===== src/rtl/i2c_pkg.sv =====
// Shared types and constants for the I2C target core.
package i2c_pkg;

  typedef enum logic [2:0] {
    IDLE,
    ADDR,
    ADDR_ACK,
    RX,
    RX_ACK,
    TX,
    TX_ACK,
    IGNORE
  } i2c_tgt_state_t;

  localparam logic ACK    = 1'b0;
  localparam logic NACK   = 1'b1;
  localparam int   ADDR_W = 7;

  // Bit counter that sticks at 8 once a full byte has been clocked.
  function automatic logic [3:0] sat_inc(input logic [3:0] v);
    return (v >= 4'd8) ? 4'd8 : v + 4'd1;
  endfunction

endpackage


===== src/rtl/i2c_target_core_if.sv =====
// Register-side byte handshake of the I2C target core.
interface i2c_target_core_if;
  logic [7:0] rx_data;
  logic       rx_valid;
  logic       rx_ready;
  logic       tx_req;
  logic [7:0] tx_data;
  logic       tx_valid;

  modport master (input rx_data, rx_valid, tx_req, output rx_ready, tx_data, tx_valid);
  modport slave  (output rx_data, rx_valid, tx_req, input rx_ready, tx_data, tx_valid);
endinterface


===== src/rtl/i2c_line_sync.sv =====
// Synchronizer plus stability filter for one open-drain line; emits the
// accepted level and single-cycle rise/fall strobes.
module i2c_line_sync #(
  parameter int SYNC_STAGES = 2,
  parameter int FILTER_CYC  = 3
) (
  input  logic clk,
  input  logic reset_n,
  input  logic din,
  output logic level,
  output logic rise,
  output logic fall
);
  localparam int CNT_W = $clog2(FILTER_CYC + 1);

  logic [SYNC_STAGES-1:0] sync_r;
  logic [CNT_W-1:0]       cnt_r;
  logic                   level_r;
  logic                   rise_r;
  logic                   fall_r;
  logic                   synced_s;

  assign synced_s = sync_r[SYNC_STAGES-1];

  // Synchronizer chain; idle bus level is high.
  always_ff @(posedge clk or negedge reset_n) begin
    if (!reset_n) begin
      sync_r <= {SYNC_STAGES{1'b1}};
    end else begin
      sync_r <= {sync_r[SYNC_STAGES-2:0], din};
    end
  end

  // A new level is accepted only after FILTER_CYC consecutive differing samples.
  always_ff @(posedge clk or negedge reset_n) begin
    if (!reset_n) begin
      cnt_r   <= '0;
      level_r <= 1'b1;
      rise_r  <= 1'b0;
      fall_r  <= 1'b0;
    end else begin
      rise_r <= 1'b0;
      fall_r <= 1'b0;
      if (synced_s == level_r) begin
        cnt_r <= '0;
      end else if (cnt_r == CNT_W'(FILTER_CYC - 1)) begin
        cnt_r   <= '0;
        level_r <= synced_s;
        rise_r  <= synced_s;
        fall_r  <= ~synced_s;
      end else begin
        cnt_r <= cnt_r + CNT_W'(1);
      end
    end
  end

  assign level = level_r;
  assign rise  = rise_r;
  assign fall  = fall_r;
endmodule


===== src/rtl/i2c_target_core.sv =====
// I2C target byte engine: address match, byte receive/transmit, open-drain drive.
// Optional clock stretching is built when I2C_TARGET_STRETCH_EN is defined.
module i2c_target_core
  import i2c_pkg::*;
#(
  parameter int SYNC_STAGES = 2,
  parameter int FILTER_CYC  = 3
) (
  input  logic              clk,
  input  logic              reset_n,
  input  logic              enable,
  input  logic [ADDR_W-1:0] own_addr,
  input  logic              scl_i,
  input  logic              sda_i,
  output logic              sda_oe,
  output logic              scl_oe,
  output logic              addressed,
  output logic              rd_nwr,
  output logic              start_det,
  output logic              stop_det,
  i2c_target_core_if.slave  hs
);
  logic scl_lvl_s, scl_rise_s, scl_fall_s;
  logic sda_lvl_s, sda_rise_s, sda_fall_s;
  logic start_s, stop_s;

  i2c_tgt_state_t state_r;
  logic [3:0] bit_cnt_r;
  logic [7:0] shift_r, rx_data_r;
  logic sda_oe_r, scl_oe_r, addressed_r, rd_nwr_r, start_det_r, stop_det_r;
  logic rx_pend_r, rx_valid_r, tx_req_r, load_pend_r, ack_pend_r, ack_ok_r;

  i2c_line_sync #(.SYNC_STAGES(SYNC_STAGES), .FILTER_CYC(FILTER_CYC)) u_scl_sync (
    .clk(clk), .reset_n(reset_n), .din(scl_i),
    .level(scl_lvl_s), .rise(scl_rise_s), .fall(scl_fall_s));

  i2c_line_sync #(.SYNC_STAGES(SYNC_STAGES), .FILTER_CYC(FILTER_CYC)) u_sda_sync (
    .clk(clk), .reset_n(reset_n), .din(sda_i),
    .level(sda_lvl_s), .rise(sda_rise_s), .fall(sda_fall_s));

  assign start_s = sda_fall_s & scl_lvl_s;
  assign stop_s  = sda_rise_s & scl_lvl_s;

  // Protocol FSM; START/STOP take priority over bit strobes.
  always_ff @(posedge clk or negedge reset_n) begin
    if (!reset_n) begin
      state_r     <= IDLE;
      bit_cnt_r   <= 4'd0;
      shift_r     <= 8'h00;
      rx_data_r   <= 8'h00;
      sda_oe_r    <= 1'b0;
      scl_oe_r    <= 1'b0;
      addressed_r <= 1'b0;
      rd_nwr_r    <= 1'b0;
      start_det_r <= 1'b0;
      stop_det_r  <= 1'b0;
      rx_pend_r   <= 1'b0;
      rx_valid_r  <= 1'b0;
      tx_req_r    <= 1'b0;
      load_pend_r <= 1'b0;
      ack_pend_r  <= 1'b0;
      ack_ok_r    <= 1'b0;
    end else begin
      start_det_r <= 1'b0;
      stop_det_r  <= 1'b0;
      tx_req_r    <= 1'b0;
      rx_pend_r   <= 1'b0;
      rx_valid_r  <= rx_pend_r;
      if (!enable) begin
        state_r     <= IDLE;
        sda_oe_r    <= 1'b0;
        scl_oe_r    <= 1'b0;
        addressed_r <= 1'b0;
        bit_cnt_r   <= 4'd0;
        rx_valid_r  <= 1'b0;
        load_pend_r <= 1'b0;
        ack_pend_r  <= 1'b0;
        ack_ok_r    <= 1'b0;
      end else if (start_s || stop_s) begin
        state_r     <= start_s ? ADDR : IDLE;
        start_det_r <= start_s;
        stop_det_r  <= ~start_s;
        bit_cnt_r   <= 4'd0;
        sda_oe_r    <= 1'b0;
        scl_oe_r    <= 1'b0;
        addressed_r <= 1'b0;
        load_pend_r <= 1'b0;
        ack_pend_r  <= 1'b0;
        ack_ok_r    <= 1'b0;
      end else begin
`ifdef I2C_TARGET_STRETCH_EN
        // SDA is settled one cycle before the stretch is let go.
        if (scl_oe_r && !load_pend_r && !ack_pend_r) begin
          scl_oe_r <= 1'b0;
        end
`endif
        case (state_r)
          IDLE, IGNORE: begin
          end
          ADDR: begin
            if (scl_rise_s) begin
              shift_r   <= {shift_r[6:0], sda_lvl_s};
              bit_cnt_r <= sat_inc(bit_cnt_r);
            end else if (scl_fall_s && bit_cnt_r == 4'd8) begin
              if (shift_r[7:1] == own_addr) begin
                state_r     <= ADDR_ACK;
                sda_oe_r    <= ~ACK;
                addressed_r <= 1'b1;
                rd_nwr_r    <= shift_r[0];
              end else begin
                state_r <= IGNORE;
              end
            end
          end
          ADDR_ACK: begin
            if (scl_fall_s) begin
              sda_oe_r  <= 1'b0;
              bit_cnt_r <= 4'd0;
              if (rd_nwr_r) begin
                state_r     <= TX;
                tx_req_r    <= 1'b1;
                load_pend_r <= 1'b1;
`ifdef I2C_TARGET_STRETCH_EN
                scl_oe_r    <= 1'b1;
`endif
              end else begin
                state_r <= RX;
              end
            end
          end
          RX: begin
            if (scl_rise_s) begin
              shift_r   <= {shift_r[6:0], sda_lvl_s};
              bit_cnt_r <= sat_inc(bit_cnt_r);
              if (bit_cnt_r == 4'd7) begin
                rx_data_r <= {shift_r[6:0], sda_lvl_s};
                rx_pend_r <= 1'b1;
              end
            end else if (scl_fall_s && bit_cnt_r == 4'd8) begin
              state_r <= RX_ACK;
`ifdef I2C_TARGET_STRETCH_EN
              scl_oe_r   <= 1'b1;
              ack_pend_r <= 1'b1;
`else
              sda_oe_r   <= hs.rx_ready;
`endif
            end
          end
          RX_ACK: begin
            if (ack_pend_r) begin
              if (hs.rx_ready) begin
                sda_oe_r   <= ~ACK;
                ack_pend_r <= 1'b0;
              end
            end else if (scl_fall_s) begin
              sda_oe_r  <= 1'b0;
              bit_cnt_r <= 4'd0;
              state_r   <= RX;
            end
          end
          TX: begin
            if (load_pend_r) begin
`ifdef I2C_TARGET_STRETCH_EN
              if (hs.tx_valid) begin
                shift_r     <= hs.tx_data;
                sda_oe_r    <= ~hs.tx_data[7];
                load_pend_r <= 1'b0;
              end
`else
              shift_r     <= hs.tx_data;
              sda_oe_r    <= ~hs.tx_data[7];
              load_pend_r <= 1'b0;
`endif
            end else if (scl_rise_s) begin
              bit_cnt_r <= sat_inc(bit_cnt_r);
            end else if (scl_fall_s) begin
              if (bit_cnt_r == 4'd8) begin
                sda_oe_r <= 1'b0;
                ack_ok_r <= 1'b0;
                state_r  <= TX_ACK;
              end else begin
                shift_r  <= {shift_r[6:0], 1'b0};
                sda_oe_r <= ~shift_r[6];
              end
            end
          end
          TX_ACK: begin
            if (scl_rise_s) begin
              if (sda_lvl_s == ACK) begin
                ack_ok_r <= 1'b1;
                tx_req_r <= 1'b1;
              end else begin
                state_r     <= IGNORE;
                addressed_r <= 1'b0;
              end
            end else if (scl_fall_s && ack_ok_r) begin
              state_r     <= TX;
              bit_cnt_r   <= 4'd0;
              load_pend_r <= 1'b1;
              ack_ok_r    <= 1'b0;
`ifdef I2C_TARGET_STRETCH_EN
              scl_oe_r    <= 1'b1;
`endif
            end
          end
          default: state_r <= IDLE;
        endcase
      end
    end
  end

  assign sda_oe      = sda_oe_r;
  assign scl_oe      = scl_oe_r;
  assign addressed   = addressed_r;
  assign rd_nwr      = rd_nwr_r;
  assign start_det   = start_det_r;
  assign stop_det    = stop_det_r;
  assign hs.rx_data  = rx_data_r;
  assign hs.rx_valid = rx_valid_r;
  assign hs.tx_req   = tx_req_r;
endmodule


===== src/flat_wrapper.sv =====
// flat-port wrapper written by rule: the top's interface ports become plain ports
module i2c_target_core_flat import i2c_pkg::*;
#(
  parameter int SYNC_STAGES = 2,
  parameter int FILTER_CYC  = 3
)
  (clk, reset_n, enable, own_addr, scl_i, sda_i, sda_oe, scl_oe, addressed, rd_nwr, start_det, stop_det, hs_rx_data, hs_rx_valid, hs_tx_req, hs_rx_ready, hs_tx_data, hs_tx_valid);
  i2c_target_core_if hs_i ();
  input  logic clk;
  input  logic reset_n;
  input  logic enable;
  input  logic [ADDR_W-1:0] own_addr;
  input  logic scl_i;
  input  logic sda_i;
  output logic sda_oe;
  output logic scl_oe;
  output logic addressed;
  output logic rd_nwr;
  output logic start_det;
  output logic stop_det;
  output wire logic [$bits(hs_i.rx_data)-1:0] hs_rx_data;
  output wire logic [$bits(hs_i.rx_valid)-1:0] hs_rx_valid;
  output wire logic [$bits(hs_i.tx_req)-1:0] hs_tx_req;
  input wire logic [$bits(hs_i.rx_ready)-1:0] hs_rx_ready;
  input wire logic [$bits(hs_i.tx_data)-1:0] hs_tx_data;
  input wire logic [$bits(hs_i.tx_valid)-1:0] hs_tx_valid;
  assign hs_rx_data = hs_i.rx_data;
  assign hs_rx_valid = hs_i.rx_valid;
  assign hs_tx_req = hs_i.tx_req;
  assign hs_i.rx_ready = hs_rx_ready;
  assign hs_i.tx_data = hs_tx_data;
  assign hs_i.tx_valid = hs_tx_valid;
  i2c_target_core #(.SYNC_STAGES(SYNC_STAGES), .FILTER_CYC(FILTER_CYC)) u_core (.clk(clk), .reset_n(reset_n), .enable(enable), .own_addr(own_addr), .scl_i(scl_i), .sda_i(sda_i), .sda_oe(sda_oe), .scl_oe(scl_oe), .addressed(addressed), .rd_nwr(rd_nwr), .start_det(start_det), .stop_det(stop_det), .hs(hs_i));
endmodule

===== config.mk =====
export PLATFORM = sky130hd
export DESIGN_NAME = i2c_target_core_flat
export DESIGN_NICKNAME = d
export VERILOG_FILES = /design/src/rtl/i2c_pkg.sv /design/src/rtl/i2c_target_core_if.sv /design/src/rtl/i2c_line_sync.sv /design/src/rtl/i2c_target_core.sv /design/src/flat_wrapper.sv
export SDC_FILE = /design/constraint.sdc
export NUM_CORES = 1
export LEC_CHECK = 0
export BUFFER_PORTS_ARGS = -buffer_cell sky130_fd_sc_hd__buf_4
export CORE_UTILIZATION = 50
export DETAILED_ROUTE_END_ITERATION = 8
export PLACE_DENSITY = 0.85
export SLEW_MARGIN = 20
export SYNTH_ARGS = -nofsm -noshare
export SYNTH_HDL_FRONTEND = slang
export SYNTH_SLANG_ARGS = --single-unit
export TNS_END_PERCENT = 100

===== constraint.sdc =====
create_clock -name clk -period 1.8 [get_ports clk]
set_input_delay 0.27 -clock clk [delete_from_list [all_inputs] [get_ports clk]]
set_output_delay 0.27 -clock clk [all_outputs]
set_load 0.005 [all_outputs]

==> results.md <==
- Status: completed
- Vias in the first global route: between 2000 and 2500
- Setup crit end kind: flop
- Min cycle time layout: 1785 ps
- Actual slew at the worst max-slew pin: a little under 600 ps
- Inst Count DP: 364
- Synth warn: 0
- Port bufs: 35
- Post-DP HPWL: about 4300 µm
- Row count: 25
- Post-Syn Instances: 244
- Layout Cells excl Fill: ~380
- Total of max-cap violations: 0
- Root Driver: clkbuf_8
- Final worst slack: ~15 ps
- First DRT Iteration DRCs: 140
- Worst-path maximum fanout: 3
- Worst Skew: about 6.5 ps
- Initial antenna violation count: 0
- Synth async-reset ratio: between 90% and 100%
- LEAKAGE: 1.531 nW
- Max H-tree Level: 2
- Main synth FF type: dfrtp_1
- Critical path type: reg2reg
- # nets final: around 340
- Post-Syn Nets: between 200 and 300
- Fin crit share: approximately 100%
- Finished Core Util: between 60% and 70%
- Worst IR Drop VDD: 729.5 µV
- Remaining Overflow, GRT: 0
- Worst endpoint required time: approximately 2000 ps
- Total track usage: 23.69%
- Post-route ant nets: 0
- Clock Path Buffers: 2
- Drt drc: 0
- Clock Sinks: 48
- Die Width: around 74 µm
- Die Y: between 70 and 80 µm
- Aggregate negative setup slack: 0 ps
- Fin Hold WS: 62.46 ps
- Setup WS pre-CTS: -38.90 ps
- Post-DR vias/cell: ~5.6
- Gp weighted congestion: 0.9706
- Relative slew slack: between 60% and 70%
- Number of placed I/O pins: 38
- DIE AREA: about 5500 µm²
- Worst-Skew Late Latency: between 300 and 400 ps
- Layout cells sized above 1: a little under half
- CTS clk-pin slew, worst paths: approximately 90 ps
- Drt wl/cell: around 16 µm
- Vias: 2143
- Pins Over Slew Limit: 0
- CP arrival: about 2000 ps
- Power per cell area: roughly 1000 nW/µm²
- Syn Area/Cell: around 11 µm²
- Post-synthesis sequential area ratio: 46.20%
- Number of synthesized flops with an enable pin: 0
- Final Hold Vio Count: 0
- Final setup vio count: 0
- Synth Register Bits: 48
- Pre-Repair DR Iteration Count: 4
- Starting density of the core: 53.62%
- Total CTS buffers: 5
- FMAX: roughly 0.56 GHz
- Hold Crit Class: in2reg
- Inserted Diodes: 0
- Syn Std Cell Area: 2616 µm²
- Largest net degree at the start of global routing: 49
- Synth-to-layout area growth: 28.65%
- First-pass GRT wire length: around 10000 µm
- Startpoint Class: flop
- RSZ-0062 raised after global routing: yes
- CTS tree: yes
- Core box area: approximately 4900 µm²
- Synth unique cells: 56
- Final WL: between 6000 and 7000 µm
synthesized netlist by cell type, types with 5 or more instances:
cell | instances | area share [%]
a21oi_1 | 10 | 1.9
buf_2 | 5 | 0.96
buf_4 | 5 | 1.4
dfrtp_1 | 42 | 40
dfstp_2 | 6 | 6.0
inv_1 | 5 | 0.72
mux2_2 | 27 | 12
nand2_1 | 18 | 2.6
nand2b_1 | 10 | 2.4
nand3_1 | 6 | 1.1
nand4_1 | 6 | 1.4
nor2_1 | 14 | 2.0
nor2b_1 | 6 | 1.4
nor3_1 | 6 | 1.1
o21ai_0 | 8 | 1.5
xnor2_1 | 8 | 2.7
cells by family after synthesis:
family / after synthesis / synth area share, %
and+or+nand+nor: 91 / 21.28
xor gates and xnor gates: 8 / 2.678
DFF: 48 / 46.20
buffers and inverters: 18 / 3.539
adders and majority gates: 2 / 0.9563
muxes: 30 / 12.82
other: 1 / 0.1433
AOI/OAI and AO/OA: 46 / 12.39
worst max-delay path, cell delays in order, from the launching register on:
cell and delay [ps]:
dfrtp_1 370, inv_2 60, ha_4 170, nand3b_4 90, nor2_1 70, or3b_4 380
a31oi_1 190, mux2_1 340
placed cells by master, fill, tap and decap left out, drive strengths merged, types with 3 or more instances in the layout:
cell     n
nand3b   5
nor3b    4
nand2b  10
xnor2    8
nor2    15
a211oi   5
dfrtp   42
a31oi    3
dfstp    6
and2     4
o21ai   10
inv      7
buf     75
nand3    6
nor2b    6
nand2   19
clkbuf   6
mux2    28
a21oi   10
o21a     3
nor3     7
nand4    6
state kept, by name, summed over array words and instances, names as in the netlist, 2 cells and up:
register / flops
u_core.bit_cnt_r: 4
u_core.hs.rx_data: 8
u_core.shift_r: 8
u_core.state_r: 3
u_core.u_scl_sync.cnt_r: 2
u_core.u_scl_sync.sync_r: 2
u_core.u_sda_sync.cnt_r: 2
u_core.u_sda_sync.sync_r: 2
cell type report:
cell class	count	area [µm²]
Fill cell	381	1514
Multi-Input combinational cell	178	1363
Sequential cell	48	1211
Timing Repair Buffer	76	589.3
Tap cell	67	83.83
Clock buffer	6	82.58
Inverter	6	22.52
Clock inverter	2	13.76
final timing paths:
check / cells after the start / to / start / slack [ps]
setup reg to reg: 7 / u_core.state_r[0]$_DFFE_PN0P_ / u_core.bit_cnt_r[1]$_DFFE_PN0P_ / 20
setup / recovery: 7 / u_core.state_r[0]$_DFFE_PN0P_ / u_core.bit_cnt_r[1]$_DFFE_PN0P_ / 20
hold reg to reg: 0 / u_core.u_sda_sync.sync_r[1]$_DFF_PN1_ / u_core.u_sda_sync.sync_r[0]$_DFF_PN1_ / 360
min in group asynchronous: 2 / u_core.hs.rx_data[4]$_DFFE_PN0P_ / reset_n / 510
max in group asynchronous: 2 / u_core.state_r[2]$_DFFE_PN0P_ / reset_n / 860
hold / removal: 1 / u_core.u_scl_sync.sync_r[0]$_DFF_PN1_ / scl_i / 60
repair_timing:
item | CTS | global route
gates cloned | 0 | 0
pin swaps | 1 | 8
hold endpoints to repair | 42 | 0
hold buffers | 1 | 0
setup buffers | 4 | 7
setup endpoints to repair | 17 | 13
gates resized for setup | 3 | 15
where the power goes:
group | total [mW] | internal [mW] | switching (mW)
clock network | 0.684 | 0.314 | 0.369
registers | 1.49 | 1.29 | 0.204
logic | 1.32 | 0.715 | 0.606
total | 3.49 | 2.32 | 1.18
stage by stage:
step                total power, mW  area [µm²]
floorplan                     2.259        2619
global placement              2.633        3133
detailed placement            2.693        3133
CTS                           3.431        3282
global route                  3.697        3366
finish                        3.494        3366
per-layer routing:
layer	routed length, µm	share of wire [%]	vias to the layer above	track usage [%]
met5	0	0	-	0
met4	118	1.9	0	8.805
met3	280	4.6	13	5.285
met2	3115	51	64	38.99
met1	2569	42	1050	30.83
li1	-	-	1016	-
Power figures use the tool's default switching activity.
